### src/rtl/jk_sync_counter_pkg.sv
// Shared definitions for the JK-cell based synchronous counter:
// JK mode encodings and the modulus legality check.
package jk_pkg;

  typedef enum logic [1:0] {
    JK_HOLD   = 2'b00,
    JK_RESET  = 2'b01,
    JK_SET    = 2'b10,
    JK_TOGGLE = 2'b11
  } jk_mode_e;

  // Legal modulus range is 2 .. 2**width.
  function automatic bit modulus_ok(int width, int modulus);
    return (width >= 1) && (width < 31) && (modulus >= 2) && (modulus <= (1 << width));
  endfunction

endpackage

### src/rtl/jk_sync_counter_if.sv
// Control/status bundle of the modulo-N JK counter; the counter is the slave,
// whoever drives en/load is the master.
interface jk_sync_counter_if #(
  parameter int WIDTH = 4
);
  logic             en;
  logic             up_dn;
  logic             load;
  logic [WIDTH-1:0] load_val;
  logic [WIDTH-1:0] count;
  logic             tc;
  logic             wrap;
  logic             load_err;

  modport master (
    output en, up_dn, load, load_val,
    input  count, tc, wrap, load_err
  );

  modport slave (
    input  en, up_dn, load, load_val,
    output count, tc, wrap, load_err
  );
endinterface

### src/rtl/jk_toggle_cell.sv
// Posedge JK flip-flop with asynchronous active-low reset clearing Q.
module jk_toggle_cell
  import jk_pkg::*;
(
  input  logic clk,
  input  logic reset,
  input  logic J,
  input  logic K,
  output logic Q
);

  always_ff @(posedge clk or negedge reset) begin
    if (!reset) begin
      Q <= 1'b0;
    end else begin
      case ({J, K})
        JK_HOLD:   Q <= Q;
        JK_RESET:  Q <= 1'b0;
        JK_SET:    Q <= 1'b1;
        JK_TOGGLE: Q <= ~Q;
        default:   Q <= Q;
      endcase
    end
  end

endmodule

### src/rtl/jk_sync_counter.sv
// Modulo-MODULUS up/down counter: one JK toggle cell per bit, shared next-state
// logic drives J=K=count^next, plus combinational tc and registered pulses.
module jk_sync_counter
  import jk_pkg::*;
#(
  parameter int WIDTH   = 4,
  parameter int MODULUS = 10
) (
  input  logic               clk,
  input  logic               reset,
  jk_sync_counter_if.slave   bus
);

  if (!modulus_ok(WIDTH, MODULUS)) begin : g_bad_modulus
    $error("jk_sync_counter: MODULUS must satisfy 2 <= MODULUS <= 2**WIDTH");
  end

  localparam logic [WIDTH:0] MOD_EXT  = (WIDTH+1)'(MODULUS);
  localparam logic [WIDTH:0] ONE_EXT  = (WIDTH+1)'(1);
  localparam logic [WIDTH:0] LAST_EXT = MOD_EXT - ONE_EXT;

  logic [WIDTH-1:0] count_q;
  logic [WIDTH-1:0] jk_drive;
  logic [WIDTH:0]   count_ext;
  logic [WIDTH:0]   load_ext;
  logic [WIDTH:0]   next_ext;
  logic             at_last;
  logic             at_zero;
  logic             load_ok;
  logic             wrap_d;
  logic             load_err_d;
  logic             wrap_p1;
  logic             load_err_p1;
  logic             unused_next_msb;

  // Wrap is found by comparing against the end points, so the extra bit never carries.
  assign count_ext = {1'b0, count_q};
  assign load_ext  = {1'b0, bus.load_val};
  assign at_last   = (count_ext == LAST_EXT);
  assign at_zero   = (count_ext == '0);
  assign load_ok   = (load_ext < MOD_EXT);

  always_comb begin
    next_ext   = count_ext;
    wrap_d     = 1'b0;
    load_err_d = 1'b0;
    if (bus.load) begin
      if (load_ok) begin
        next_ext = load_ext;
      end else begin
        load_err_d = 1'b1;
      end
    end else if (bus.en) begin
      if (bus.up_dn) begin
        if (at_last) begin
          next_ext = '0;
          wrap_d   = 1'b1;
        end else begin
          next_ext = count_ext + ONE_EXT;
        end
      end else begin
        if (at_zero) begin
          next_ext = LAST_EXT;
          wrap_d   = 1'b1;
        end else begin
          next_ext = count_ext - ONE_EXT;
        end
      end
    end
  end

  assign unused_next_msb = next_ext[WIDTH];

  // Toggle exactly the bits that differ; a bit that must stay gets J=K=0.
  assign jk_drive = count_q ^ next_ext[WIDTH-1:0];

  for (genvar i = 0; i < WIDTH; i++) begin : g_bit
    jk_toggle_cell u_cell (
      .clk   (clk),
      .reset (reset),
      .J     (jk_drive[i]),
      .K     (jk_drive[i]),
      .Q     (count_q[i])
    );
  end

  // Stage p1: one-cycle status pulses
  always_ff @(posedge clk or negedge reset) begin
    if (!reset) begin
      wrap_p1     <= 1'b0;
      load_err_p1 <= 1'b0;
    end else begin
      wrap_p1     <= wrap_d;
      load_err_p1 <= load_err_d;
    end
  end

  assign bus.count    = count_q;
  assign bus.tc       = bus.en & ~bus.load & (bus.up_dn ? at_last : at_zero);
  assign bus.wrap     = wrap_p1;
  assign bus.load_err = load_err_p1;

endmodule
### src/flat_wrapper.sv
// flat-port wrapper written by rule: the top's interface ports become plain ports
module jk_sync_counter_flat import jk_pkg::*;
#(
  parameter int WIDTH   = 4,
  parameter int MODULUS = 10
)
  (clk, reset, bus_en, bus_up_dn, bus_load, bus_load_val, bus_count, bus_tc, bus_wrap, bus_load_err);
  jk_sync_counter_if #(.WIDTH(WIDTH)) bus_i ();
  input  logic clk;
  input  logic reset;
  input wire logic [$bits(bus_i.en)-1:0] bus_en;
  input wire logic [$bits(bus_i.up_dn)-1:0] bus_up_dn;
  input wire logic [$bits(bus_i.load)-1:0] bus_load;
  input wire logic [$bits(bus_i.load_val)-1:0] bus_load_val;
  output wire logic [$bits(bus_i.count)-1:0] bus_count;
  output wire logic [$bits(bus_i.tc)-1:0] bus_tc;
  output wire logic [$bits(bus_i.wrap)-1:0] bus_wrap;
  output wire logic [$bits(bus_i.load_err)-1:0] bus_load_err;
  assign bus_i.en = bus_en;
  assign bus_i.up_dn = bus_up_dn;
  assign bus_i.load = bus_load;
  assign bus_i.load_val = bus_load_val;
  assign bus_count = bus_i.count;
  assign bus_tc = bus_i.tc;
  assign bus_wrap = bus_i.wrap;
  assign bus_load_err = bus_i.load_err;
  jk_sync_counter #(.WIDTH(WIDTH), .MODULUS(MODULUS)) u_core (.clk(clk), .reset(reset), .bus(bus_i));
endmodule
### config.mk
export PLATFORM = sky130hd
export DESIGN_NAME = jk_sync_counter_flat
export DESIGN_NICKNAME = d
export VERILOG_FILES = /design/src/rtl/jk_sync_counter_pkg.sv /design/src/rtl/jk_sync_counter_if.sv /design/src/rtl/jk_toggle_cell.sv /design/src/rtl/jk_sync_counter.sv /design/src/flat_wrapper.sv
export SDC_FILE = /design/constraint.sdc
export NUM_CORES = 1
export LEC_CHECK = 0
export BUFFER_PORTS_ARGS = -buffer_cell sky130_fd_sc_hd__buf_2
export CORE_MARGIN = 4
export CORE_UTILIZATION = 45
export DETAILED_ROUTE_END_ITERATION = 7
export PLACE_DENSITY = 0.85
export SLEW_MARGIN = 20
export SYNTH_ARGS = -nofsm -noshare
export SYNTH_HDL_FRONTEND = slang
export SYNTH_SLANG_ARGS = --single-unit
export TNS_END_PERCENT = 30
### constraint.sdc
create_clock -name clk -period 2.2 [get_ports clk]
set_input_delay 0.44 -clock clk [delete_from_list [all_inputs] [get_ports clk]]
set_output_delay 0.44 -clock clk [all_outputs]
set_load 0.02 [all_outputs]
==> flow_metrics.env <==
export IMPL_synth_seq_cells=6
export IMPL_cts_inserted_buffers=3
export IMPL_die_x_um=44.57
export IMPL_timing_rr_end="u_core.g_bit[2].u_cell.Q$_DFFE_PN0P_"
export IMPL_globalplace_congestion=0.8152
export IMPL_setup_viol=0
export IMPL_cts_tree="built"
export IMPL_hpwl_um=1038
export IMPL_cpPeakStageDelay_ns=0.41
export IMPL_drcViolationCount=0
export IMPL_timing_fmax_mhz=480.0
export IMPL_final_cell_mix="14 x buf_2, 8 x a21oi_1, 7 x ha_1"
export IMPL_ff2ff_path_depth=8
export IMPL_gr_usage_all_layers_pct=14.46
export IMPL_diodes=0
export IMPL_dr_pass1_iters=4
export IMPL_worstMarginPinSlew_ns=0.3718
export IMPL_layout_commonest_cell="buf_2"
export IMPL_final_max_slew_viol_count=0
export IMPL_wirelength_um=1325
export IMPL_utilization_pct=61.08
export IMPL_grt_overflow_total=0
export IMPL_dpl_cell_area_um2=678.2
export IMPL_grt_pass1_vias=505
export IMPL_p_leak_nw=0.3629
export IMPL_dp_cells=95
export IMPL_worst_path_max_fanout=4
export IMPL_fp_dieH_um=44.57
export IMPL_maxCapViolations=0
export IMPL_num_rows=12
export IMPL_start_util_pct=50.74
export IMPL_grt_pass1_wl_um=2063
export IMPL_finalClockSkew_ns=0.001902
export IMPL_cts_root_buf="clkbuf_4"
export IMPL_power_mw=0.8339
export IMPL_num_vias=541
export IMPL_antenna_found_initial=0
export IMPL_cts_hold_buf=0
export IMPL_status="complete, no violations"
export IMPL_power_density_nw_per_um2=1151
export IMPL_avgSynthCellArea_um2=8.722
export IMPL_hold_viol_final=0
export IMPL_cp_cell_sequence="buf_4 > buf_4 > ha_1 > a32o_1 > a21oi_1 > o31ai_1 > ha_1 > mux2_2"
export IMPL_startpoint_type="register"
export IMPL_fin_nets=104
export IMPL_critPathSlowestCell="dfrtp_2"
export IMPL_min_period_ns=2.083
export IMPL_pin_count=16
export IMPL_final_cell_area_um2=724.4
export IMPL_dp_slack_ns=0.1548
export IMPL_hold_ws_ns=0.009425
export IMPL_fin_setup_tns_ns=0
export IMPL_synth_area_um2=601.8
export IMPL_critPathKind="reg -> reg"
export IMPL_detail_route_antenna_nets=0
export IMPL_syn_inst=69
export IMPL_rsz0062_at_grt="false"
export IMPL_port_buffers=15
export IMPL_r2r_start="u_core.g_bit[0].u_cell.Q$_DFFE_PN0P_"
export IMPL_cts_sinks=6
export IMPL_ff2ff_setup_slack_ns=0.12
export IMPL_syn_nets=85
export IMPL_timing_final_crit_share_pct=94.69
export IMPL_viasPerCell=5.410
export IMPL_vdd_drop_max_mv=0.5501
export IMPL_core_area_um2=1186
export IMPL_clk_pin_slew_worst_paths_ns=0.04
export IMPL_instances_no_fill=100
export IMPL_area_delta_synth_final_pct=20.37
export IMPL_clk_insertion_delay_late_ns=0.25
export IMPL_cts_buffer_depth=2
export IMPL_yosysWarnings=0
export IMPL_crit_arrival_ns=2.21
export IMPL_seq_area_frac_synth_pct=24.95
export IMPL_synth_distinct_cells=26
export IMPL_drtIter0Drc=8
export IMPL_die_area_um2=1986
export IMPL_critPathCaptureType="register"
export IMPL_worst_slack_ns=0.1168
export IMPL_maxSlewHeadroom_pct=75.21
export IMPL_htree_levels=1
export IMPL_drive_gt1_share_pct=36.05
export IMPL_hold_path_class="in -> async"
export IMPL_grt_max_degree=12
export IMPL_wl_per_cell_um=13.25
export IMPL_worstPathRequired_ns=2.33
==> worst max-delay path: cells and delay by family, from the launching register on <==
kind / cells / cell delay, ns
AO/OA/AOI/OAI: 3 / 0.49
flip-flops: 1 / 0.41
buffers and inverters: 2 / 0.28
adder cells (fa/ha/maj): 2 / 0.47
multiplexers: 1 / 0.32
==> registers in the layout (all words and copies together) (netlist names) <==
signal and count:
u_core.bus.wrap 1, u_core.g_bit.u_cell.Q 4, u_core.bus.load_err 1
==> repair_timing <==
item | 4_1_cts | 5_1_grt
resized for setup | 0 | 5
buffers inserted | 0 | 2
endpoints found under the setup margin | 0 | 1
endpoints found under the hold margin | 0 | 0
==> kinds of logic (layout without fill, tap and decap cells) <==
| family | Yosys count | after routing | synth area share (%) |
|---|---|---|---|
| multiplexers | 5 | 5 | 9.147 |
| AO/OA/AOI/OAI | 20 | 20 | 21.00 |
| flip-flops | 6 | 6 | 24.95 |
| adder cells (fa/ha/maj) | 7 | 7 | 14.55 |
| AND/OR/NAND/NOR | 14 | 14 | 13.72 |
| XOR/XNOR | 4 | 4 | 5.822 |
| buffers and inverters | 13 | 30 | 10.81 |
==> final cells by class <==
cell class                 count  area, um^2
clock buffer                   3       22.52
tap                           14       17.52
inverter                       7       26.28
sequential                     6       151.4
multi-input combinational     50       391.6
timing repair buffer          20       115.1
fill                         105       461.7
==> Yosys cell counts <==
master | number | share of area [%]
a21o_1 | 1 | 1.2
a21oi_1 | 8 | 6.7
a221oi_1 | 1 | 1.5
a2bb2oi_1 | 2 | 2.9
a31oi_1 | 1 | 1.0
a32o_1 | 1 | 1.7
buf_2 | 1 | 0.83
buf_4 | 4 | 5.0
clkbuf_1 | 1 | 0.62
dfrtp_1 | 6 | 25
ha_1 | 7 | 15
inv_1 | 7 | 4.4
mux2_2 | 4 | 7.5
mux2i_1 | 1 | 1.7
nand2_1 | 4 | 2.5
nor2_1 | 4 | 2.5
nor2b_1 | 1 | 1.0
nor3_1 | 3 | 2.5
nor3b_1 | 1 | 1.2
nor4b_4 | 1 | 3.9
o211ai_1 | 1 | 1.2
o21ai_0 | 3 | 2.5
o22ai_1 | 1 | 1.0
o31ai_1 | 1 | 1.2
xnor2_1 | 3 | 4.4
xor2_1 | 1 | 1.5
==> worst max path at each step <==
stage | slack (ns) | cells past startpoint | end | startpoint
finish | 0.12 | 8 | u_core.g_bit[2].u_cell.Q$_DFFE_PN0P_ | u_core.g_bit[0].u_cell.Q$_DFFE_PN0P_
global route | 0.007 | 7 | bus_tc | u_core.g_bit[0].u_cell.Q$_DFFE_PN0P_
CTS | 0.02 | 7 | bus_tc | u_core.g_bit[0].u_cell.Q$_DFFE_PN0P_
detailed placement | 0.15 | 8 | u_core.g_bit[2].u_cell.Q$_DFFE_PN0P_ | u_core.g_bit[0].u_cell.Q$_DFFE_PN0P_
global placement | 0.20 | 8 | u_core.g_bit[3].u_cell.Q$_DFFE_PN0P_ | u_core.g_bit[0].u_cell.Q$_DFFE_PN0P_
floorplan | 0.15 | 8 | u_core.g_bit[3].u_cell.Q$_DFFE_PN0P_ | u_core.g_bit[0].u_cell.Q$_DFFE_PN0P_
==> layer usage <==
metal  vias up  GRT usage, %  routed length, um
met5         -             0                  0
li1        279             -                  -
met3         2         7.317                103
met2        16         25.21                691
met4         0         4.217                  8
met1       244         14.98                522
==> power breakdown <==
part | internal, mW | total, mW | switching, mW | leakage (nW)
clock | 0.0617 | 0.102 | 0.0404 | 0.0138
sequential | 0.146 | 0.198 | 0.0525 | 0.0768
combinational | 0.273 | 0.533 | 0.261 | 0.272
total | 0.480 | 0.834 | 0.354 | 0.363
(Power assumes the default switching activity.)
